<file path="src/rtl/mantissa_shf_left_norm.sv">
// rtl/mantissa_shf_left_norm.sv - post-add mantissa left normalizer, SHIFT_STEP bits per cycle
// Optional feature macro: MANTISSA_NORM_EXP_CLAMP_EN (clamp shift so the exponent stays >= 1)
module mantissa_shf_left_norm #(
    parameter int SIZE_DATA  = 28,
    parameter int SIZE_SHIFT = 8,
    parameter int SHIFT_STEP = 4
) (
    input  logic                  i_clk,
    input  logic                  i_rst,
    input  logic                  i_valid,
    output logic                  o_ready,
    input  logic [SIZE_DATA-1:0]  i_data,
    input  logic [SIZE_SHIFT-1:0] i_exp,
    output logic                  o_valid,
    input  logic                  i_ready,
    output logic [SIZE_DATA-1:0]  o_data,
    output logic [SIZE_SHIFT-1:0] o_exp,
    output logic [SIZE_SHIFT-1:0] o_shift_number,
    output logic                  o_zero,
    output logic                  o_underflow
);

    typedef enum logic [1:0] {
        ST_IDLE  = 2'd0,
        ST_SHIFT = 2'd1,
        ST_DONE  = 2'd2
    } state_t;

    state_t                state_q, state_d;
    logic [SIZE_DATA-1:0]  data_q, data_d;
    logic [SIZE_SHIFT-1:0] exp_q, exp_d;
    logic [SIZE_SHIFT-1:0] cnt_q, cnt_d;
    logic [SIZE_DATA-1:0]  out_data_q, out_data_d;
    logic [SIZE_SHIFT-1:0] out_exp_q, out_exp_d;
    logic [SIZE_SHIFT-1:0] out_shift_q, out_shift_d;
    logic                  zero_q, zero_d;
    logic                  underflow_q, underflow_d;
`ifdef MANTISSA_NORM_EXP_CLAMP_EN
    logic [SIZE_SHIFT-1:0] allow_q, allow_d;
`endif

    logic [SIZE_SHIFT-1:0] lz;
    logic [SIZE_SHIFT-1:0] amt;
    logic [SIZE_DATA-1:0]  data_sh;
    logic [SIZE_SHIFT-1:0] cnt_sum;
    logic                  last_step;
    logic [SIZE_SHIFT-1:0] res_exp;
    logic                  res_underflow;

    // Leading zeros within the top SHIFT_STEP bits; the highest set bit wins
    always_comb begin
        lz = SIZE_SHIFT'(SHIFT_STEP);
        for (int i = 0; i < SHIFT_STEP; i++) begin
            if (data_q[SIZE_DATA-SHIFT_STEP+i]) begin
                lz = SIZE_SHIFT'(SHIFT_STEP - 1 - i);
            end
        end
    end

    // One shift step: amount (optionally clamped), shifted data, running count, termination
    always_comb begin
        amt = lz;
`ifdef MANTISSA_NORM_EXP_CLAMP_EN
        if (lz > allow_q) begin
            amt = allow_q;
        end
`endif
        data_sh   = data_q << amt;
        cnt_sum   = cnt_q + amt;
        last_step = (lz != SIZE_SHIFT'(SHIFT_STEP));
`ifdef MANTISSA_NORM_EXP_CLAMP_EN
        if (amt == allow_q) begin
            last_step = 1'b1;
        end
`endif
    end

    // Final exponent and underflow flag for the step that ends the shift
    always_comb begin
        res_exp       = exp_q - cnt_sum;
        res_underflow = 1'b0;
`ifdef MANTISSA_NORM_EXP_CLAMP_EN
        // Clamp stopped short of normalization: encode as subnormal
        if (!data_sh[SIZE_DATA-1]) begin
            res_exp = '0;
        end
`else
        if (cnt_sum >= exp_q) begin
            res_exp       = '0;
            res_underflow = 1'b1;
        end
`endif
    end

    // Next-state and datapath update for the IDLE -> SHIFT | DONE -> IDLE handshake FSM
    always_comb begin
        state_d     = state_q;
        data_d      = data_q;
        exp_d       = exp_q;
        cnt_d       = cnt_q;
        out_data_d  = out_data_q;
        out_exp_d   = out_exp_q;
        out_shift_d = out_shift_q;
        zero_d      = zero_q;
        underflow_d = underflow_q;
`ifdef MANTISSA_NORM_EXP_CLAMP_EN
        allow_d     = allow_q;
`endif
        case (state_q)
            ST_IDLE: begin
                if (i_valid) begin
                    data_d = i_data;
                    exp_d  = i_exp;
                    cnt_d  = '0;
`ifdef MANTISSA_NORM_EXP_CLAMP_EN
                    allow_d = (i_exp == '0) ? '0 : (i_exp - SIZE_SHIFT'(1));
`endif
                    if (i_data == '0) begin
                        // Zero mantissa needs no shifting; report it directly
                        state_d     = ST_DONE;
                        out_data_d  = '0;
                        out_exp_d   = '0;
                        out_shift_d = '0;
                        zero_d      = 1'b1;
                        underflow_d = 1'b0;
                    end else begin
                        state_d = ST_SHIFT;
                    end
                end
            end
            ST_SHIFT: begin
                data_d = data_sh;
                cnt_d  = cnt_sum;
`ifdef MANTISSA_NORM_EXP_CLAMP_EN
                allow_d = allow_q - amt;
`endif
                if (last_step) begin
                    state_d     = ST_DONE;
                    out_data_d  = data_sh;
                    out_exp_d   = res_exp;
                    out_shift_d = cnt_sum;
                    zero_d      = 1'b0;
                    underflow_d = res_underflow;
                end
            end
            ST_DONE: begin
                if (i_ready) begin
                    state_d = ST_IDLE;
                end
            end
            default: begin
                state_d = ST_IDLE;
            end
        endcase
    end

    // State and datapath registers; synchronous reset discards any in-flight operand
    always_ff @(posedge i_clk) begin
        if (i_rst) begin
            state_q     <= ST_IDLE;
            data_q      <= '0;
            exp_q       <= '0;
            cnt_q       <= '0;
            out_data_q  <= '0;
            out_exp_q   <= '0;
            out_shift_q <= '0;
            zero_q      <= 1'b0;
            underflow_q <= 1'b0;
`ifdef MANTISSA_NORM_EXP_CLAMP_EN
            allow_q     <= '0;
`endif
        end else begin
            state_q     <= state_d;
            data_q      <= data_d;
            exp_q       <= exp_d;
            cnt_q       <= cnt_d;
            out_data_q  <= out_data_d;
            out_exp_q   <= out_exp_d;
            out_shift_q <= out_shift_d;
            zero_q      <= zero_d;
            underflow_q <= underflow_d;
`ifdef MANTISSA_NORM_EXP_CLAMP_EN
            allow_q     <= allow_d;
`endif
        end
    end

    assign o_ready        = (state_q == ST_IDLE);
    assign o_valid        = (state_q == ST_DONE);
    assign o_data         = out_data_q;
    assign o_exp          = out_exp_q;
    assign o_shift_number = out_shift_q;
    assign o_zero         = zero_q;
    assign o_underflow    = underflow_q;

endmodule

</file>
<file path="config.mk">
export PLATFORM = sky130hd
export DESIGN_NAME = mantissa_shf_left_norm
export DESIGN_NICKNAME = d
export VERILOG_FILES = /design/src/rtl/mantissa_shf_left_norm.sv
export SDC_FILE = /design/constraint.sdc
export NUM_CORES = 1
export LEC_CHECK = 0
export CAP_MARGIN = 20
export CORE_MARGIN = 2
export CORE_UTILIZATION = 55
export CTS_BUF_LIST = sky130_fd_sc_hd__clkbuf_8
export DETAILED_ROUTE_END_ITERATION = 6
export GPL_ROUTABILITY_DRIVEN = 0
export PLACE_DENSITY_LB_ADDON = 0.12
export SLEW_MARGIN = 25
export SYNTH_ARGS = -nofsm -noshare
export SYNTH_HDL_FRONTEND = slang
export SYNTH_SLANG_ARGS = --single-unit
</file>
<file path="constraint.sdc">
create_clock -name i_clk -period 4.45 [get_ports i_clk]
set_input_delay 0.6675 -clock i_clk [delete_from_list [all_inputs] [get_ports i_clk]]
set_output_delay 0.6675 -clock i_clk [all_outputs]
set_load 0.005 [all_outputs]
</file>
==> results.txt <==
Status: finished clean
Hold path depth: 1
Core Area: 0.009109 sq mm
Clock power frac: 24.2%
Max-cap violations: 0
Crit start category: flip-flop
Top Metal Used: met4
Post_cts resized: 0
Final hold vios: 0
Flop pwr share: 41.7%
DR WL/cell: 19.39 um
Largest net degree at the start of global routing: 39
Post-CTS Setup Inserts: 0
Vias in the first global route: 4749
Worst-Skew Late Latency: 0.36 ns
Hold buffer count at cts: 0
Residual DRC count: 0
HPWL after DPL: 10.49 mm
Yosys warning count: 0
Worst VDD drop: 0.0001915 V
Setup tns final: 0 ns
HP Class: flip-flop to flip-flop
RSZ-0062 raised after global routing: no
WL met1: 6.757 mm
P per Cell Area: 380.7 mW/mm^2
Max FO, Critical Path: 19
Post-Syn Nets: 643
Post-synth top area share: 36.07%
Seq/Total Area, Yosys: 36.07%
CP endpoint kind: flip-flop
Async SR Flop Fraction: 0%
N_diodes: 0
Final wirelength: 14.95 mm
Minimum clock period: 4.021 ns
Crit Path Class: flip-flop to flip-flop
Clock Path Buffers: 2
Static leakage: 2.270 nW
First-pass DRT Iterations: 5
Root buf cell: clkbuf_8
CTS buffer count: 9
Top Ports: 88
Clock-pin slew on the worst setup and hold paths: 0.09 ns
Area contributors post-synth: dfxtp_1 36%, o21ai_0 4.7%, nand2_1 4.4%, a21oi_1 3.9%, o2bb2ai_1 3.8%
DR iter-0 viols: 459
Sw Pwr: 0.8477 mW
Nets: 708
Final setup skew: 0.01480 ns
EDFF count, synth: 0
Critical Path RT: 4.69 ns
Final Max Tran Viols: 0
Initial core utilization: 56.06%
Sw frac: 36.28%
Maximum clock frequency: 248.7 MHz
Die ar.: 0.01007 sq mm
CP arrival: 4.26 ns
GRT Overall Usage: 30.17%
Vias: 4861
Number of core rows: 35
Combinational power share: 34.1%
Post-synthesis cell count: 590
Initial antenna violation count: 0
Synth cell count leaders: 92 x dfxtp_1, 60 x nand2_1, 48 x o21ai_0, 40 x a21oi_1, 36 x nor2_1
Internal: 1.489 mW
Synth Flop Type: dfxtp_1
Final setup fails: 0
Routed Antenna Nets: 0
Routed wl met3: 1.246 mm
Yosys cell types: 75
Period utilization: 90.36%
Synthesized area per cell: 8.654 sq um
R2R depth: 14
Top-count cell post-synth: dfxtp_1
CTS HTree Levels: 3
Syn-to-layout area delta: 20.22%
Vias per cell: 6.305
Slew margin rel.: 44.40%
Met2 Wirelength: 6.582 mm
CTS tree: done
GRT overflow: 0
Layout cell share with drive strength beyond 1: 10.15%
Worst-Margin Slew: 0.8320 ns
Number of port buffers: 87
First-pass GRT wire length: 24.27 mm
Synth area leader: dfxtp_1
Seq cells post-synth: 92
Die height: 100.4 um
Die X: 100.4 um
Sink Count: 92
Synthesized area: 0.005106 sq mm
Final Util: 67.39%
## critical path, cell delays in order, from the launching register on
cell and delay (ns):
dfxtp_1 0.81, o21bai_2 0.18, inv_1 0.10, ha_1 0.18, inv_1 0.07, fa_1 0.43, nor2b_1 0.18, o2111ai_1 0.14
xor2_1 0.28, ha_1 0.39, o21ai_0 0.20, a21oi_1 0.06, o31ai_1 0.45, nand2b_1 0.32, o2bb2ai_1 0.11
## final timing paths
check / from / endpoint / slack (ns)
max reg2reg: data_q[26]$_SDFFE_PP0P_ / o_exp[1]$_SDFFE_PP0P_ / 0.43
min reg2reg: o_data[13]$_SDFFE_PP0P_ / o_data[13]$_SDFFE_PP0P_ / 0.47
min: o_data[13]$_SDFFE_PP0P_ / o_data[13]$_SDFFE_PP0P_ / 0.47
max: data_q[26]$_SDFFE_PP0P_ / o_exp[1]$_SDFFE_PP0P_ / 0.43
## placed cells by master (no fill, tap or decap), types with 5 or more instances in the layout
cell / synthesis / layout
nand2b_1: 18 / 18
nor2b_1: 7 / 7
a21o_1: 8 / 8
a21oi_2: 8 / 8
o21ai_2: 8 / 8
a31oi_1: 10 / 10
o22a_1: 11 / 11
a211oi_1: 6 / 6
buf_4: 6 / 10
inv_1: 16 / 17
o21ai_0: 48 / 48
nand3_1: 8 / 8
nor3_1: 6 / 6
ha_1: 11 / 11
clkbuf_8: 0 / 9
clkdlybuf4s50_1: 0 / 86
nor2_1: 36 / 36
mux2_2: 5 / 5
xnor2_1: 5 / 5
a2bb2oi_1: 5 / 5
nor4_1: 8 / 8
nand2_1: 60 / 60
o211ai_1: 5 / 5
mux2i_1: 18 / 18
a22o_1: 6 / 6
dfxtp_1: 92 / 92
a311oi_1: 9 / 9
a21oi_1: 40 / 40
xor2_1: 5 / 5
o2bb2ai_1: 22 / 22
## per-layer routing
layer | track usage [%] | up-vias
li1 | - | 2320
met1 | 42.30 | 2266
met2 | 46.00 | 247
met3 | 6.407 | 28
met4 | 10.54 | 0
met5 | 0 | -
## per-stage QoR
stage	instance area [sq um]	hold slack [ns]	cells	total power [mW]	setup slack, ns
2_1_floorplan	5106	0.4363	590	1.541	0.7586
3_3_place_gp	5946	0.4394	755	1.753	0.7189
3_5_place_dp	5946	0.4483	755	1.769	0.5205
4_1_cts	6138	0.4750	771	2.330	0.5031
5_1_grt	6138	0.4851	771	2.454	0.1863
6_report	6138	0.4705	771	2.337	0.4289
## cell families (layout without fill, tap and decap cells)
kind of cell | after synthesis | count (layout) | synth area share (%)
AOI/OAI and AO/OA | 219 | 219 | 30.41
xor gates and xnor gates | 10 | 10 | 1.715
adders and majority gates | 13 | 13 | 3.480
buffers and inverters | 61 | 131 | 6.248
DFF | 92 | 92 | 36.07
muxes | 23 | 23 | 4.631
and+or+nand+nor | 172 | 172 | 17.45
## final cells by class
class / instances / area [sq um]
fill: 781 / 2970
multi-input combinational: 437 / 2955
sequential: 92 / 1842
timing repair buffer: 97 / 940.9
tap: 111 / 138.9
clock buffer: 9 / 123.9
clock inverter: 7 / 68.82
inverter: 18 / 68.82
## registers in the layout, indices dropped and copies added (netlist names)
signal,flops
cnt_q,8
o_data,28
o_exp,8
o_zero,1
state_q,2
data_q,28
exp_q,8
o_shift_number,8
o_underflow,1
## power groups by stage
stage | Clock (mW) | Combinational, mW | Sequential [mW]
after detailed placement | 0 | 0.780 | 0.989
final | 0.566 | 0.798 | 0.974
after floorplan | 0 | 0.582 | 0.959
after CTS | 0.573 | 0.786 | 0.971
after global placement | 0 | 0.767 | 0.986
after global routing | 0.602 | 0.869 | 0.983
(Power assumes the default switching activity.)
